### src/rtl/cfg_reg_bank_if.sv
// Select/ack request bus of the configuration register bank.
interface cfg_reg_bank_if #(
  parameter int DATA_W = 8,
  parameter int ADDR_W = 8
);
  logic              sel_en;
  logic              wr_rd_s;
  logic [ADDR_W-1:0] addr;
  logic [DATA_W-1:0] wr_data;
  logic [DATA_W-1:0] rd_data;
  logic              ack;
  logic              err;

  modport master (
    output sel_en, wr_rd_s, addr, wr_data,
    input  rd_data, ack, err
  );

  modport slave (
    input  sel_en, wr_rd_s, addr, wr_data,
    output rd_data, ack, err
  );
endinterface

### src/rtl/cfg_reg_bank.sv
// Configuration register bank with select/ack access and parallel export on mem_out.
// Optional CFG_REG_SHADOW_EN: writes land in a shadow array, copied to mem_out on commit.
module cfg_reg_bank #(
  parameter int                DATA_W     = 8,
  parameter int                ADDR_W     = 8,
  parameter int                NUM_OF_REG = 4,
  parameter logic [DATA_W-1:0] RST_VAL    = {DATA_W{1'b0}},
  parameter int                WAIT_CYC   = 0
) (
  input  logic                         clk,
  input  logic                         rst_n,
`ifdef CFG_REG_SHADOW_EN
  input  logic                         commit,
`endif
  cfg_reg_bank_if.slave                bus,
  output logic [NUM_OF_REG*DATA_W-1:0] mem_out
);

  localparam int IDX_W = (NUM_OF_REG > 1) ? $clog2(NUM_OF_REG) : 1;

  typedef enum logic [1:0] {
    ST_IDLE = 2'd0,
    ST_WAIT = 2'd1,
    ST_RESP = 2'd2,
    ST_HOLD = 2'd3
  } state_t;

  state_t            state_r;
  logic [3:0]        cnt_r;
  logic              wr_r;
  logic [ADDR_W-1:0] addr_r;
  logic [DATA_W-1:0] wdata_r;
  logic [DATA_W-1:0] rd_data_r;
  logic              ack_r;
  logic              err_r;

  logic [DATA_W-1:0] act_r [NUM_OF_REG];
  logic [IDX_W-1:0]  idx_s;
  logic              in_range_s;
  logic              fire_s;
  logic              wr_en_s;
  logic [DATA_W-1:0] rd_src_s;

  // Decode of the captured request and the registering-edge strobe.
  always_comb begin
    idx_s      = addr_r[IDX_W-1:0];
    // Extra top bit keeps the compare exact when NUM_OF_REG == 2**ADDR_W.
    in_range_s = ({1'b0, addr_r} < (ADDR_W+1)'(NUM_OF_REG));
    if ((state_r == ST_WAIT) && bus.sel_en && (cnt_r == 4'(WAIT_CYC))) begin
      fire_s = 1'b1;
    end else begin
      fire_s = 1'b0;
    end
    wr_en_s = fire_s && wr_r && in_range_s;
  end

`ifdef CFG_REG_SHADOW_EN
  logic [DATA_W-1:0] shd_r   [NUM_OF_REG];
  logic [DATA_W-1:0] shd_nxt_s [NUM_OF_REG];

  // Shadow array with the pending write merged in, so a coinciding commit sees it.
  always_comb begin
    shd_nxt_s = shd_r;
    if (wr_en_s) begin
      shd_nxt_s[idx_s] = wdata_r;
    end else begin
      shd_nxt_s = shd_r;
    end
    rd_src_s = shd_r[idx_s];
  end

  // Shadow and active arrays; commit copies the whole shadow image.
  always_ff @(posedge clk or negedge rst_n) begin
    if (!rst_n) begin
      for (int i = 0; i < NUM_OF_REG; i++) begin
        shd_r[i] <= RST_VAL;
        act_r[i] <= RST_VAL;
      end
    end else begin
      shd_r <= shd_nxt_s;
      if (commit) begin
        act_r <= shd_nxt_s;
      end
    end
  end
`else
  // Read source is the active array itself.
  always_comb begin
    rd_src_s = act_r[idx_s];
  end

  // Active register array, written directly on the registering edge.
  always_ff @(posedge clk or negedge rst_n) begin
    if (!rst_n) begin
      for (int i = 0; i < NUM_OF_REG; i++) begin
        act_r[i] <= RST_VAL;
      end
    end else if (wr_en_s) begin
      act_r[idx_s] <= wdata_r;
    end
  end
`endif

  // Access FSM: capture, wait/abort, one-cycle response, hold until release.
  always_ff @(posedge clk or negedge rst_n) begin
    if (!rst_n) begin
      state_r   <= ST_IDLE;
      cnt_r     <= 4'd0;
      wr_r      <= 1'b0;
      addr_r    <= {ADDR_W{1'b0}};
      wdata_r   <= {DATA_W{1'b0}};
      rd_data_r <= {DATA_W{1'b0}};
      ack_r     <= 1'b0;
      err_r     <= 1'b0;
    end else begin
      case (state_r)
        ST_IDLE: begin
          ack_r     <= 1'b0;
          err_r     <= 1'b0;
          rd_data_r <= {DATA_W{1'b0}};
          if (bus.sel_en) begin
            wr_r    <= bus.wr_rd_s;
            addr_r  <= bus.addr;
            wdata_r <= bus.wr_data;
            cnt_r   <= 4'd0;
            state_r <= ST_WAIT;
          end
        end
        ST_WAIT: begin
          if (!bus.sel_en) begin
            state_r <= ST_IDLE;
          end else if (fire_s) begin
            state_r   <= ST_RESP;
            ack_r     <= 1'b1;
            err_r     <= !in_range_s;
            rd_data_r <= (!wr_r && in_range_s) ? rd_src_s : {DATA_W{1'b0}};
          end else begin
            cnt_r <= cnt_r + 4'd1;
          end
        end
        ST_RESP: begin
          ack_r     <= 1'b0;
          err_r     <= 1'b0;
          rd_data_r <= {DATA_W{1'b0}};
          state_r   <= ST_HOLD;
        end
        ST_HOLD: begin
          if (!bus.sel_en) begin
            state_r <= ST_IDLE;
          end
        end
        default: begin
          state_r   <= ST_IDLE;
          ack_r     <= 1'b0;
          err_r     <= 1'b0;
          rd_data_r <= {DATA_W{1'b0}};
        end
      endcase
    end
  end

  assign bus.ack     = ack_r;
  assign bus.err     = err_r;
  assign bus.rd_data = rd_data_r;

  for (genvar g = 0; g < NUM_OF_REG; g++) begin : g_mem_out
    assign mem_out[g*DATA_W +: DATA_W] = act_r[g];
  end

endmodule

### src/flat_wrapper.sv
// flat-port wrapper written by rule: the top's interface ports become plain ports
module cfg_reg_bank_flat 
#(
  parameter int                DATA_W     = 8,
  parameter int                ADDR_W     = 8,
  parameter int                NUM_OF_REG = 4,
  parameter logic [DATA_W-1:0] RST_VAL    = {DATA_W{1'b0}},
  parameter int                WAIT_CYC   = 0
)
  (clk, rst_n, mem_out, bus_sel_en, bus_wr_rd_s, bus_addr, bus_wr_data, bus_rd_data, bus_ack, bus_err);
  cfg_reg_bank_if #(.DATA_W(DATA_W), .ADDR_W(ADDR_W)) bus_i ();
  input  logic clk;
  input  logic rst_n;
  output logic [NUM_OF_REG*DATA_W-1:0] mem_out;
  input wire logic [$bits(bus_i.sel_en)-1:0] bus_sel_en;
  input wire logic [$bits(bus_i.wr_rd_s)-1:0] bus_wr_rd_s;
  input wire logic [$bits(bus_i.addr)-1:0] bus_addr;
  input wire logic [$bits(bus_i.wr_data)-1:0] bus_wr_data;
  output wire logic [$bits(bus_i.rd_data)-1:0] bus_rd_data;
  output wire logic [$bits(bus_i.ack)-1:0] bus_ack;
  output wire logic [$bits(bus_i.err)-1:0] bus_err;
  assign bus_i.sel_en = bus_sel_en;
  assign bus_i.wr_rd_s = bus_wr_rd_s;
  assign bus_i.addr = bus_addr;
  assign bus_i.wr_data = bus_wr_data;
  assign bus_rd_data = bus_i.rd_data;
  assign bus_ack = bus_i.ack;
  assign bus_err = bus_i.err;
  cfg_reg_bank #(.DATA_W(DATA_W), .ADDR_W(ADDR_W), .NUM_OF_REG(NUM_OF_REG), .RST_VAL(RST_VAL), .WAIT_CYC(WAIT_CYC)) u_core (.clk(clk), .rst_n(rst_n), .bus(bus_i), .mem_out(mem_out));
endmodule
### config.mk
export PLATFORM = sky130hd
export DESIGN_NAME = cfg_reg_bank_flat
export DESIGN_NICKNAME = d
export VERILOG_FILES = /design/src/rtl/cfg_reg_bank_if.sv /design/src/rtl/cfg_reg_bank.sv /design/src/flat_wrapper.sv
export SDC_FILE = /design/constraint.sdc
export NUM_CORES = 1
export LEC_CHECK = 0
export CORE_MARGIN = 2
export CORE_UTILIZATION = 47
export DETAILED_ROUTE_END_ITERATION = 10
export GPL_TIMING_DRIVEN = 1
export HOLD_SLACK_MARGIN = 0.15
export PLACE_DENSITY = 0.75
export RECOVER_POWER = 25
export SLEW_MARGIN = 0
export SYNTH_ARGS = -nofsm -noshare
export SYNTH_HDL_FRONTEND = slang
export SYNTH_SLANG_ARGS = --single-unit
### constraint.sdc
create_clock -name clk -period 2.3 [get_ports clk]
set_input_delay 0.345 -clock clk [delete_from_list [all_inputs] [get_ports clk]]
set_output_delay 0.345 -clock clk [all_outputs]
set_load 0.05 [all_outputs]
# == Yosys cells after proc, flatten, opt, wreduce, memory -nomap -nowiden ==
# Cells that the tools add are included.
# word_totals
reg_bits,65
# op_classes
n_addsub,1
magnitude_cmp,3
n_eq_ne,9
mux,26
n_bitwise,1
reduce_logical,17
# ops
operator,n
$mux W8,6
$bwmux W32,1
$bmux W8 S2,1
$demux W8 S2,1
$pmux W8 S2,1
$mux W4,3
$lt A8 B3 Y1 const B,1
$mux W2,4
$ne A2 B2 Y1 const B,4
$pmux W2 S4,1
$pmux W4 S2,1
$logic_and A1 B1 Y1,6
$reduce_and A3 Y1,2
$mux W1,5
$add A4 B1 Y4 const B,1
$eq A2 B2 Y1 const B,2
$logic_not A4 Y1,1
$pmux W1 S2,2
$reduce_and A4 Y1,1
$reduce_bool A2 Y1,2
$ge A3 B3 Y1 const B,1
$lt A3 B1 Y1 const B,1
$ne A3 B2 Y1 const B,1
$not A2 Y3,1
6 further kinds,7

# == Longest topological paths before layout ==
# depth
ltp_word,8
depth_mapped,6
mapped_depth_nobuf,5

# == Least setup slack after synthesis ==
# Ideal clock, no wire load.
# synth_path
path_type,register to register
from,register u_core.cnt_r[0]
to,register u_core.act_r (netlist bit u_core.mem_out[10])
t_arrival_ps,2010
path_slack_ps,165
stages_incl_launch_ff,7
path_buffers,1
period_less_slack_ps,2135
path_cell_list,dfrtp_1 > inv_1 > ha_1 > or3b_1 > buf_2 > nor4_4 > mux2_2
# synth_between
elab_chain_cells,5
# synth_rtl
item,line_no,source
"start, declared",cfg_reg_bank.sv:29,logic [3:0] cnt_r;
"start signal, assigned",cfg_reg_bank.sv:138,cnt_r <= cnt_r + 4'd1;
$logic_not A4 Y1,cfg_reg_bank.sv:49,if ((state_r == ST_WAIT) && bus.sel_en && (cnt_r == 4'(WAIT_CYC))) begin
$logic_and A1 B1 Y1,cfg_reg_bank.sv:49,
$mux W1,cfg_reg_bank.sv:49,
$logic_and A1 B1 Y1 (2 in a row),cfg_reg_bank.sv:54,wr_en_s = fire_s && wr_r && in_range_s;
"end signal, assigned by index",cfg_reg_bank.sv:99,act_r[idx_s] <= wdata_r;
"end, declared",cfg_reg_bank.sv:37,logic [DATA_W-1:0] act_r [NUM_OF_REG];
# Every way passes these cells.
# A chain may end at the register's enable or synchronous reset.

# == Worst setup path after layout ==
# layout_path
from,register u_core.cnt_r[0]
to,register u_core.act_r (netlist bit u_core.mem_out[23])
# The elaborated chain is that of the path after synthesis.

==> metrics list <==
- First-pass GRT wire length: between 10,000 and 15,000 um
- Initial DRT Pass Iterations: 4
- Area share of the leading cell type in the synthesized netlist: 56.6%
- Core box area: 5920 sq um
* Most numerous cell in the Yosys netlist: sky130_fd_sc_hd__dfrtp_1
- Measured along the y axis, the die boundary spans about 82 um.
* CTS clock-pin slew for the worst setup and hold paths: 0.07 ns
- The flow ran to the end, and the final reports show no timing, DRC or antenna violations.
- Setup fix buffers added after clock tree synthesis: 0
- Post-DP HPWL: roughly 4600 um
- Clock latency of the later-clocked register in the worst-skew pair: 0.34 ns
- Derived from the worst setup path, the maximum achievable clock frequency is 461 MHz.
- Buffers added on ports: 61
- The tool flagged a number of max-cap violations equal to 0.
* Kind of start point of the critical path: flop
* Total wire length after detailed routing: 6240 um
- Seq/Total Area, Yosys: between 50% and 60%
- Setup repair after global routing missed its margin: no
- For this run, the leading register cell type out of synthesis is sky130_fd_sc_hd__dfrtp_1.
- Remaining number of nets flagged by the antenna check after routing: 0
- The clock drives 65 sinks.
- Total Die Area: 6760 sq um
- The endpoint identified for the worst register-to-register timing path is u_core.mem_out[23].
- Effective utilization at floorplan: 48.5%
- The routed layout has 1,933 vias.
- OpenSTA, run right after detailed placement, puts the worst setup slack at 0.0106 ns.
* CTS root buf: sky130_fd_sc_hd__clkbuf_8
- Total overflow reported by the global router: 0
* Die Wd: 82.2 um
- The max-slew violation total from the final report was 0.
- Setup total negative slack: 0 ns
- Post-synth EDFFs: 0
- For the worst setup path, the data required time is 2.53 ns.
- Dividing the detail-routed via count by the number of cells gives about 5.4.
- Measured in cells, the most critical reg-to-reg path has a length of 6.
- Endpoint of the worst hold-timing path: u_core.bus.rd_data[7]
- Global placement routability congestion: ~0.77
* Adder-Cell Fraction of Synth Area: 0.871%
* Net Count, Synth: 216
* Number of CTS-inserted buffers: 9
* Combinational family with the most area after synthesis: multiplexers
* Slew of the pin with the lowest slew margin: about 0.73 ns
* Longest Clk Path Bufs: 2
* Power density normalized to cell area: 996 nW/um^2
* Number of synthesized register bits: 65
- Once routing completed, OpenROAD measured the worst setup slack at approximately 0.13 ns.
- Worst clock skew: about 0.0067 ns
* Peak supply drop: 0.000591 V
- The repair_antennas step left the layout with diodes totalling 0.
- Number of core rows: 28
- In this run the most critical hold path is launched from u_core.bus.rd_data[7].
* Number of nets in the layout: 299
* Average wire per standard cell: around 17 um
- Fraction of layout cells with a size suffix above 1: about a third
- The initial antenna violation count is 0.
- Yosys printed 0 warnings.
- Along the worst path, the maximum fanout reaches 8.
* Data arrival at the endpoint of the critical path: 2.40 ns
* Overall power consumption: 3.88 mW
* Slack of the worst reg-to-reg path: 0.13 ns
- Starting DRC count in detailed routing: 99
- After detailed routing, the number of remaining DRC violations is 0.
- Total of endpoints with negative setup slack in the final report: 0
- TritonCTS built the clock tree.
* Count of mapped cells out of synthesis: 194
- Hold Fails Final Rpt: 0
* Average cell area after synthesis: around 15 sq um
- The clock period could shrink to between 2 and 2.5 ns.
* Proportion of synthesized area in mux cells: between 20% and 30%
- The worst setup path is captured at a flop.
* Synth Cell Area: 2870 sq um
- 62 I/O pins were placed.
- Summed over all cells, the static leakage comes to between 1.5 and 2 nW.
- Area grow syn2layout: 35.7%
- Synth Area in Compound Gates: 5.14%
* Yosys top cell by area: sky130_fd_sc_hd__dfrtp_1
- Library cells used by synthesis: 30
- CTS H-tree lvls: 3
- The commonest cells after synthesis are sky130_fd_sc_hd__dfrtp_1, sky130_fd_sc_hd__mux2_2, sky130_fd_sc_hd__inv_1.
* Class of the most critical hold timing path: reg2reg
- Of the available clock period, the critical path in the final layout requires 94.4%.
- The number of global-route vias before repair is 1,952.
- At the end of the flow the core is filled with cells to 65.8%.
- Measured against its own limit, the worst slew margin works out to just over 50%.
- Entering global routing, the biggest net connects 55 pins.
- For this run, the total global-route usage over all layers was measured as 20.7%.
* Reg-to-reg critical path startpoint: u_core.cnt_r[0]
- Simple-gate share of the synthesized area: a little over 9%
- Depth of the worst hold-timing path: 1
- In the synthesized netlist the async set-or-reset flop fraction comes to 100%.
- The synthesized netlist devotes 0% of its cell area to XOR and XNOR gates.
- By area the synthesized netlist is led by sky130_fd_sc_hd__dfrtp_1, sky130_fd_sc_hd__mux2_2, sky130_fd_sc_hd__mux4_2.
- Classification of the worst setup path: reg2reg
## cell usage in the layout (no fill, tap or decap), types with 3 or more instances in the layout
cell type | Yosys | layout
sky130_fd_sc_hd__dfrtp_1 | 65 | 65
sky130_fd_sc_hd__clkdlybuf4s50_1 | 0 | 60
sky130_fd_sc_hd__mux2_2 | 46 | 46
sky130_fd_sc_hd__buf_4 | 0 | 16
sky130_fd_sc_hd__inv_1 | 13 | 13
sky130_fd_sc_hd__clkbuf_8 | 0 | 9
sky130_fd_sc_hd__mux4_2 | 8 | 8
sky130_fd_sc_hd__o2bb2ai_1 | 8 | 8
sky130_fd_sc_hd__nor2_1 | 5 | 5
sky130_fd_sc_hd__nor4_4 | 4 | 4
sky130_fd_sc_hd__a21oi_1 | 4 | 4
sky130_fd_sc_hd__or4_1 | 3 | 3
sky130_fd_sc_hd__nand4_1 | 3 | 3
sky130_fd_sc_hd__o21ai_0 | 3 | 3
sky130_fd_sc_hd__a31oi_1 | 3 | 3
sky130_fd_sc_hd__mux2_1 | 3 | 3
## logic make-up after synthesis
logic type	Yosys count
AO/OA/AOI/OAI	21
buffers and inverters	20
flip-flops	65
multiplexers	57
adder cells (fa/ha/maj)	2
AND/OR/NAND/NOR	29
## critical path: stages, from the launching register on
cell	delay [ns]
sky130_fd_sc_hd__dfrtp_1	0.43
sky130_fd_sc_hd__inv_1	0.08
sky130_fd_sc_hd__ha_1	0.18
sky130_fd_sc_hd__or3b_4	0.48
sky130_fd_sc_hd__nor4_4	0.33
sky130_fd_sc_hd__buf_4	0.21
sky130_fd_sc_hd__mux2_2	0.34
## flip-flops by register name, summed over array words and instances, names as in the netlist, named ones only
name                cells
u_core.bus.ack          1
u_core.mem_out         32
u_core.bus.rd_data      8
u_core.state_r          1
u_core.wr_r             1
u_core.addr_r           8
u_core.bus.err          1
u_core.wdata_r          8
u_core.cnt_r            4
## through the flow
stage,area (sq um),hold WS [ns],std cells
final,3900,0.489,357
after global routing,3900,0.512,357
after CTS,3910,0.411,357
after detailed placement,3680,0.247,340
after global placement,3680,0.246,340
after floorplan,2870,0.0494,194
## final cells by class
type	instances	area (sq um)
inverters	13	48.8
fillers	420	2020
well taps	75	93.8
multi-input cells	109	1170
repair buffers	79	742
flip-flops and latches	65	1630
clock inverters	7	93.8
clock buffers	9	124
## layer usage
layer | global-route usage (%) | share of wire, % | vias to the layer above
li1 | - | - | 893
met1 | 29.3 | 48 | 987
met2 | 30.6 | 47 | 46
met3 | 5.33 | 3.5 | 7
met4 | 8.00 | 1.5 | 0
met5 | 0 | 0 | -
## power breakdown
part           internal (mW)  switching, mW
Combinational          0.560          0.614
Clock                  0.610          0.446
Sequential              1.38          0.275
Total                   2.55           1.34
## how the worst max path moves through the flow
| stage | startpoint | end | slack (ns) | cells after the start |
|---|---|---|---|---|
| after global routing | u_core.cnt_r[0] | u_core.mem_out[22] | 0.07 | 6 |
| after global placement | u_core.cnt_r[1] | u_core.mem_out[22] | 0.05 | 6 |
| after floorplan | u_core.cnt_r[0] | u_core.mem_out[10] | 0.16 | 6 |
| after CTS | u_core.cnt_r[0] | u_core.mem_out[19] | 0.13 | 6 |
| after detailed placement | u_core.cnt_r[1] | u_core.mem_out[23] | 0.01 | 6 |
| final | u_core.cnt_r[0] | u_core.mem_out[23] | 0.13 | 6 |
## timing repair
action | 4_1_cts | 5_1_grt
setup endpoints to repair | 4 | 0
endpoints found under the hold margin | 11 | 0
hold buffers | 1 | 0
resized for setup | 1 | 0
(Power assumes the default switching activity.)
